[src/rtl/rule_circuit_pipe.sv]
// rule_circuit_pipe: programmable per-output product-term rules behind a 1-deep registered valid/ready stage.
module rule_circuit_pipe #(
  parameter int N_IN  = 5,
  parameter int N_OUT = 5,
  parameter int CNT_W = 16,
  localparam int AW   = (N_OUT > 1) ? $clog2(N_OUT) : 1
) (
  input  logic             clk,
  input  logic             rst_n,
  input  logic             cfg_we,
  input  logic [AW-1:0]    cfg_addr,
  input  logic [N_IN-1:0]  cfg_mask,
  input  logic [N_IN-1:0]  cfg_val,
  input  logic [1:0]       cfg_mode,
  output logic             cfg_err,
  input  logic             in_valid,
  output logic             in_ready,
  input  logic [N_IN-1:0]  in_data,
  output logic             out_valid,
  input  logic             out_ready,
  output logic [N_OUT-1:0] out_data,
  output logic [CNT_W-1:0] sample_cnt
);
  logic [N_IN-1:0]  r_mask [N_OUT];
  logic [N_IN-1:0]  r_val  [N_OUT];
  logic [1:0]       r_mode [N_OUT];
  logic [N_OUT-1:0] w_term;
  logic [N_OUT-1:0] w_eval;
  logic             w_acc;
  logic             w_addr_ok;
  assign in_ready  = ~out_valid | out_ready;
  assign w_acc     = in_valid & in_ready;
  assign w_addr_ok = int'(cfg_addr) < N_OUT;
  for (genvar j = 0; j < N_OUT; j++) begin : g_rule
    assign w_term[j] = &(~r_mask[j] | ~(in_data ^ r_val[j]));
    assign w_eval[j] = r_mode[j][1] ? (w_term[j] ^ r_mode[j][0]) : r_mode[j][0];
  end
  always_ff @(posedge clk) begin
    if (!rst_n) begin
      for (int j = 0; j < N_OUT; j++) begin
        r_mask[j] <= '0;
        r_val[j]  <= '0;
        r_mode[j] <= '0;
      end
      out_valid  <= 1'b0;
      out_data   <= '0;
      sample_cnt <= '0;
      cfg_err    <= 1'b0;
    end else begin
      // the accepted sample is evaluated with the rules as they stood before this edge
      if (cfg_we && w_addr_ok) begin
        r_mask[cfg_addr] <= cfg_mask;
        r_val[cfg_addr]  <= cfg_val;
        r_mode[cfg_addr] <= cfg_mode;
      end
      cfg_err    <= cfg_we & ~w_addr_ok;
      out_valid  <= w_acc ? 1'b1 : (out_ready ? 1'b0 : out_valid);
      out_data   <= w_acc ? w_eval : out_data;
      sample_cnt <= (w_acc && !(&sample_cnt)) ? sample_cnt + CNT_W'(1) : sample_cnt;
    end
  end
endmodule

[config.mk]
export PLATFORM = sky130hd
export DESIGN_NAME = rule_circuit_pipe
export DESIGN_NICKNAME = d
export VERILOG_FILES = /design/src/rtl/rule_circuit_pipe.sv
export SDC_FILE = /design/constraint.sdc
export NUM_CORES = 1
export LEC_CHECK = 0
export CAP_MARGIN = 20
export CELL_PAD_IN_SITES_DETAIL_PLACEMENT = 0
export CELL_PAD_IN_SITES_GLOBAL_PLACEMENT = 2
export CORE_MARGIN = 4
export CORE_UTILIZATION = 42
export DETAILED_ROUTE_END_ITERATION = 10
export DONT_BUFFER_PORTS = 1
export GPL_TIMING_DRIVEN = 0
export PLACE_DENSITY_LB_ADDON = 0.1
export SYNTH_ARGS = -nofsm -noshare
export SYNTH_HDL_FRONTEND = slang
export SYNTH_SLANG_ARGS = --single-unit
export TNS_END_PERCENT = 30
[constraint.sdc]
create_clock -name clk -period 2.5 [get_ports clk]
set_clock_uncertainty 0.1 [all_clocks]
set_input_delay 0.375 -clock clk [delete_from_list [all_inputs] [get_ports clk]]
set_output_delay 0.375 -clock clk [all_outputs]
set_load 0.05 [all_outputs]
==> flow_metrics.env <==
export IMPL_status="completed"
export IMPL_drc=0
export IMPL_critical_path_top_delay_family="simple AND/OR/NAND/NOR gates"
export IMPL_start_util=0.435
export IMPL_final_max_slew_viol_count=0
export IMPL_vias=2414
export IMPL_core_region_area_mm2=0.00881
export IMPL_wl_um=8090
export IMPL_vdd_drop_max_v=0.000310
export IMPL_clockRootBuffer="clkbuf_8"
export IMPL_synthesis_area_mm2=0.00383
export IMPL_grt_max_degree=17
export IMPL_setup_viol=0
export IMPL_grt_pass1_wl_um=12700
export IMPL_whs_ps=49.0
export IMPL_wl_per_cell_um=18.0
export IMPL_die_x_um=103
export IMPL_cts_num_sinks=83
export IMPL_drive_gt1_frac=0.0968
export IMPL_postRouteAntennaNets=0
export IMPL_cts_buffers=9
export IMPL_slowest_delay_ps=720
export IMPL_hold_viol=0
export IMPL_clk_path_buf_depth=2
export IMPL_antenna_cells=0
export IMPL_clk_pin_slew_ps=90
export IMPL_async_flop_share=0
export IMPL_arrival_ps=2500
export IMPL_overflow=0
export IMPL_worstHoldStart="in_valid"
export IMPL_syn_inst=324
export IMPL_synth_cell_types=44
export IMPL_worstPathMaxFanout=10
export IMPL_cts_resized=1
export IMPL_critPathBufInv=1
export IMPL_fin_nets=362
export IMPL_grt_total_usage=0.161
export IMPL_tightestPinTransition_ps=899
export IMPL_r2r_slack_ps=150
export IMPL_most_common_layout_cells="and2_1, edfxtp_1, xor2_1"
export IMPL_syn_to_final_growth_pct=8.59
export IMPL_postPlaceCellArea_mm2=0.00397
export IMPL_required_ps=2650
export IMPL_hold_path_class="in2reg"
export IMPL_ctsHoldBuffers=0
export IMPL_min_to="out_valid"
export IMPL_cts_htree_levels=3
export IMPL_final_cells=449
export IMPL_fmax_ghz=0.426
export IMPL_row_count=34
export IMPL_die_h_um=103
export IMPL_syn_num_nets=350
export IMPL_worst_r2r_endpoint="sample_cnt[9]"
export IMPL_cts_tree="yes"
export IMPL_leakagePower_nw=1.44
export IMPL_holdPathStages=2
export IMPL_max_cap_violations=0
export IMPL_worstPathCellList="nand3_1 > nor4_4 > buf_4 > o311ai_0 > o41ai_1"
export IMPL_timing_worst_setup_path_type="reg2reg"
export IMPL_critPathSlowestCell="dfxtp_1"
export IMPL_layout_commonest_cell="and2_1"
export IMPL_synth_edf_count=60
export IMPL_gp_congestion=0.757
export IMPL_ys_seq_area_frac=0.591
export IMPL_yosysWarningCount=0
export IMPL_ys_flop_type="edfxtp_1"
export IMPL_port_buffers=0
export IMPL_slew_headroom=0.392
export IMPL_grt_pass1_vias=2351
export IMPL_power_density_mw_per_mm2=642
export IMPL_vias_per_cell=5.38
export IMPL_worst_r2r_path_depth=5
export IMPL_fin_tns_setup_ps=0
export IMPL_dr_first_iter_drc_count=56
export IMPL_hpwlAfterDp_um=6020
export IMPL_rsz0062_at_grt="no"
export IMPL_drt_pass1_iterations=4
export IMPL_post_cts_setup_buffers=0
export IMPL_clkLatencyLatePin_ps=350
export IMPL_min_period_over_period=0.939
export IMPL_regToRegStartpoint="sample_cnt[8]"
export IMPL_antenna_found_initial=0
export IMPL_avgSynthCellArea_um2=11.8
export IMPL_endpoint_kind="flip-flop"
export IMPL_setup_worst_path_start_class="flip-flop"
export IMPL_finish_instance_area_mm2=0.00416
export IMPL_ys_seq_elements=83
export IMPL_place_inst=433
export IMPL_period_needed_ps=2350
export IMPL_io_pins=49
export IMPL_die_area_mm2=0.0107
==> Yosys cell counts, types with 5 or more instances <==
cell type	instances	area, µm²
and2_1	62	388
edfxtp_1	60	1800
nor4_1	7	43.8
nand3_1	8	40.0
nand2b_1	12	75.1
nand2_1	15	56.3
inv_1	7	26.3
mux2i_1	6	60.1
a22oi_1	10	75.1
a21boi_0	5	37.5
a31oi_1	5	31.3
xor2_1	25	219
nand4_1	9	56.3
o21ai_0	10	50.1
dfxtp_1	23	460
a21oi_1	6	30.0
a31o_2	5	43.8
clkbuf_1	13	48.8
==> worst register-to-register path, cell delays in order (launching register included) <==
cell and delay [ps]:
dfxtp_1 720, nand3_1 350, nor4_4 580, buf_4 270, o311ai_0 130, o41ai_1 100
==> logic make-up (layout without fill, tap and decap cells) <==
group,Yosys count,in the layout,synth area share
compound gates,53,53,0.0967
buf+inv,24,41,0.0268
flops,83,83,0.591
fa+ha+maj,1,1,0.00327
xor+xnor,25,25,0.0572
simple gates,132,132,0.209
mux,6,6,0.0157
==> routing by layer <==
layer / track usage / wire, µm / share of wire
met1: 0.233 / 3980 / 0.49
met2: 0.236 / 3640 / 0.45
met3: 0.0469 / 380 / 0.047
met4: 0.0448 / 89 / 0.011
met5: 0 / 0 / 0
==> where the power goes <==
| group | switching (mW) | internal (mW) |
|---|---|---|
| registers | 0.0679 | 1.55 |
| clock network | 0.513 | 0.372 |
| logic | 0.106 | 0.0626 |
| total | 0.687 | 1.98 |
==> final cells by class <==
type	instances	area, µm²
Tap cell	108	135
Timing Repair Buffer	1	7.51
Multi-Input combinational cell	217	1460
Sequential cell	83	2270
Buffer	17	76.3
Clock buffer	9	124
Inverter	7	26.3
Fill cell	810	4650
Clock inverter	7	57.6
==> state kept, by name, indices dropped and copies added (netlist names) <==
| register | count |
|---|---|
| cfg_err | 1 |
| out_data | 5 |
| out_valid | 1 |
| r_mask | 25 |
| r_mode | 10 |
| r_val | 25 |
| sample_cnt | 16 |
==> worst max path at each step <==
stage                         from  slack (ps)             to  cells past startpoint
floorplan            sample_cnt[0]         380  sample_cnt[9]                      6
global placement             rst_n         0.1    r_val[3][4]                      3
detailed placement   sample_cnt[0]           3  sample_cnt[9]                      6
CTS                  sample_cnt[1]           6  sample_cnt[9]                      6
global route        sample_cnt[11]          10  sample_cnt[7]                      5
finish               sample_cnt[8]         150  sample_cnt[9]                      5
==> through the flow <==
step / util / power (mW) / setup WS [ps]
finish: 0.472 / 2.67 / 153
global placement: 0.450 / 1.81 / 0.146
global route: 0.472 / 2.77 / 11.2
floorplan: - / 1.77 / 383
CTS: 0.472 / 2.70 / 6.32
detailed placement: 0.451 / 1.82 / 2.91
Power figures use the tool's default switching activity.
==> RTL edit: new RTL, config.mk and constraints unchanged <==
Take the reset off `out_data` and load it in a clocked block of its own.
--- a/src/rtl/rule_circuit_pipe.sv
+++ b/src/rtl/rule_circuit_pipe.sv
@@ -43,7 +43,6 @@
         r_mode[j] <= '0;
       end
       out_valid  <= 1'b0;
-      out_data   <= '0;
       sample_cnt <= '0;
       cfg_err    <= 1'b0;
     end else begin
@@ -55,9 +54,12 @@
       end
       cfg_err    <= cfg_we & ~w_addr_ok;
       out_valid  <= w_acc ? 1'b1 : (out_ready ? 1'b0 : out_valid);
-      out_data   <= w_acc ? w_eval : out_data;
       sample_cnt <= (w_acc && !(&sample_cnt)) ? sample_cnt + CNT_W'(1) : sample_cnt;
     end
   end
+
+  always_ff @(posedge clk) begin
+    out_data <= w_acc ? w_eval : out_data;
+  end
 endmodule
 
Formal check against the unedited RTL: differs if rst_n is asserted again (counterexample within 4 cycles, from zero or initial values and one cycle with rst_n low); with rst_n held inactive, the same outputs for 10 cycles.
==> RTL edit against the unedited design <==
  * Sequential cell count stayed put
  * Cell area down 0.51%
  * Routed wire length shrank 5.0%
  * Global-route usage fell by 0.25 points
  * Synthesized area down 1.6%
  * Setup slack worse by 13 ps
  * Power up 5.4%
  * Die area is 1.5% lower
  * Combinational power is 10% lower
  * Hold slack worse by 16 ps
  * Cell count decreased by 3.8%
  * Synthesized cell count shrank 5.2%
  * Critical path depth fell by 1
  * Critical endpoint is now sample_cnt[14]
  * Largest cell class unchanged
  * Largest power group unchanged
  * Highest routed layer unchanged
==> RTL edit: results <==
set metrics [dict create \
    status "finished, final reports clean" \
    cts_htree_levels 3 \
    clkSlewWorstSetupHoldPaths_ps 90 \
    power_leakage_nw 1.43 \
    layout-drive-gt1-share_pct 8.02 \
    grt_usage_pct 15.9 \
    clock.fmax_mhz 424 \
    synthDistinctLibCells 39 \
    place_inst 416 \
    dp_slack_ps -80.6 \
    max-slew-margin-rel_pct 42.0 \
    synth_nets 333 \
    grt_pass1_vias 2228 \
    ys_async_sr_fraction_pct 0 \
    postPlaceCellArea_sq_um 3910 \
    clk_path_buf_depth 2 \
    path_delay_family "simple AND/OR/NAND/NOR gates" \
    synth_edf_count 65 \
    dr_total_vias 2301 \
    worst_skew_pair.late_latency_ps 360 \
    drtIter0Drc 86 \
    antenna_cells 0 \
    gp_congestion 0.816 \
    r2r_slack_ps 140 \
    reg_top3 "r_mask x25, r_val x25, sample_cnt x16" \
    routed_wl_um 7680 \
    critical_path.max_stage_delay_ps 740 \
    dr.pass1.iters 5 \
    reg2reg_from "sample_cnt[9]" \
    grt_max_degree 17 \
    dpl.hpwl_um 5750 \
    portBuffers 0 \
    cts_setup_buffers 0 \
    synthTopCellsByArea "edfxtp_1, and2_1, dfxtp_1" \
    hold_slack_ps 33.4 \
    crit_fanout 8 \
    synth_warnings 0 \
    finalNetCount 345 \
    synth-main-ff-cell "edfxtp_1" \
    antenna_found_initial 0 \
    vdd_drop_max_v 0.000296 \
    min_path_type "in -> reg" \
    grt_pass1_wl_um 12200 \
    start_kind "register" \
    numCtsBuffers 9 \
    synthTopCellsByCount "edfxtp_1, and2_1, xor2_1" \
    synth_seq_area_share_pct 61.4 \
    cts-root-buf "clkbuf_8" \
    cp.arrival_ps 2480 \
    syn_area_per_cell_sq_um 12.3 \
    wl_per_cell_um 17.8 \
]
## RTL edit: worst register-to-register path, stage by stage, from the launching register on
cell and delay (ps):
dfxtp_1 740, nand4_1 490, nor3_1 470, nor4bb_1 320
a211oi_1 110
## RTL edit: layout make-up
type                       count  area, sq um
tap                          108          135
clock inverter                 7         82.6
clock buffer                   9          124
buffer                        14         55.1
fill                         770         4580
timing repair buffer           1         7.51
inverter                       5         18.8
multi-input combinational    205         1400
sequential                    83         2320
## RTL edit: timing repair
item | 4_1_cts | 5_1_grt
gates resized for setup | 1 | 5
pin swaps | 0 | 1
endpoints found under the setup margin | 7 | 7
## RTL edit: path summary, 6_finish.rpt
path                                       end  cells after the start
worst max-delay path            sample_cnt[14]                      4
worst min-delay path                 out_valid                      2
worst max register to register  sample_cnt[14]                      4
worst min register to register     out_data[0]                      1
## RTL edit: power breakdown
group / leakage, nW / internal, mW / total (mW) / switching (mW)
logic: 0.561 / 0.0585 / 0.151 / 0.0930
clock network: 0.0988 / 0.479 / 1.02 / 0.539
registers: 0.770 / 1.57 / 1.64 / 0.0767
## RTL edit: metal layers
layer / wire [um] / track usage [%]
met1: 3880 / 23.1
met2: 3320 / 22.7
met3: 319 / 3.11
met4: 156 / 7.27
met5: 0 / 0
## RTL edit: logic make-up (layout without fill, tap and decap cells)
kind of cell | count (synthesis) | after routing | share of synthesized area (%)
compound gates | 34 | 34 | 6.38
flops | 83 | 83 | 61.4
simple gates | 134 | 134 | 21.4
xor+xnor | 30 | 30 | 6.97
fa+ha+maj | 1 | 1 | 0.332
mux | 6 | 6 | 1.59
buf+inv | 19 | 36 | 1.93
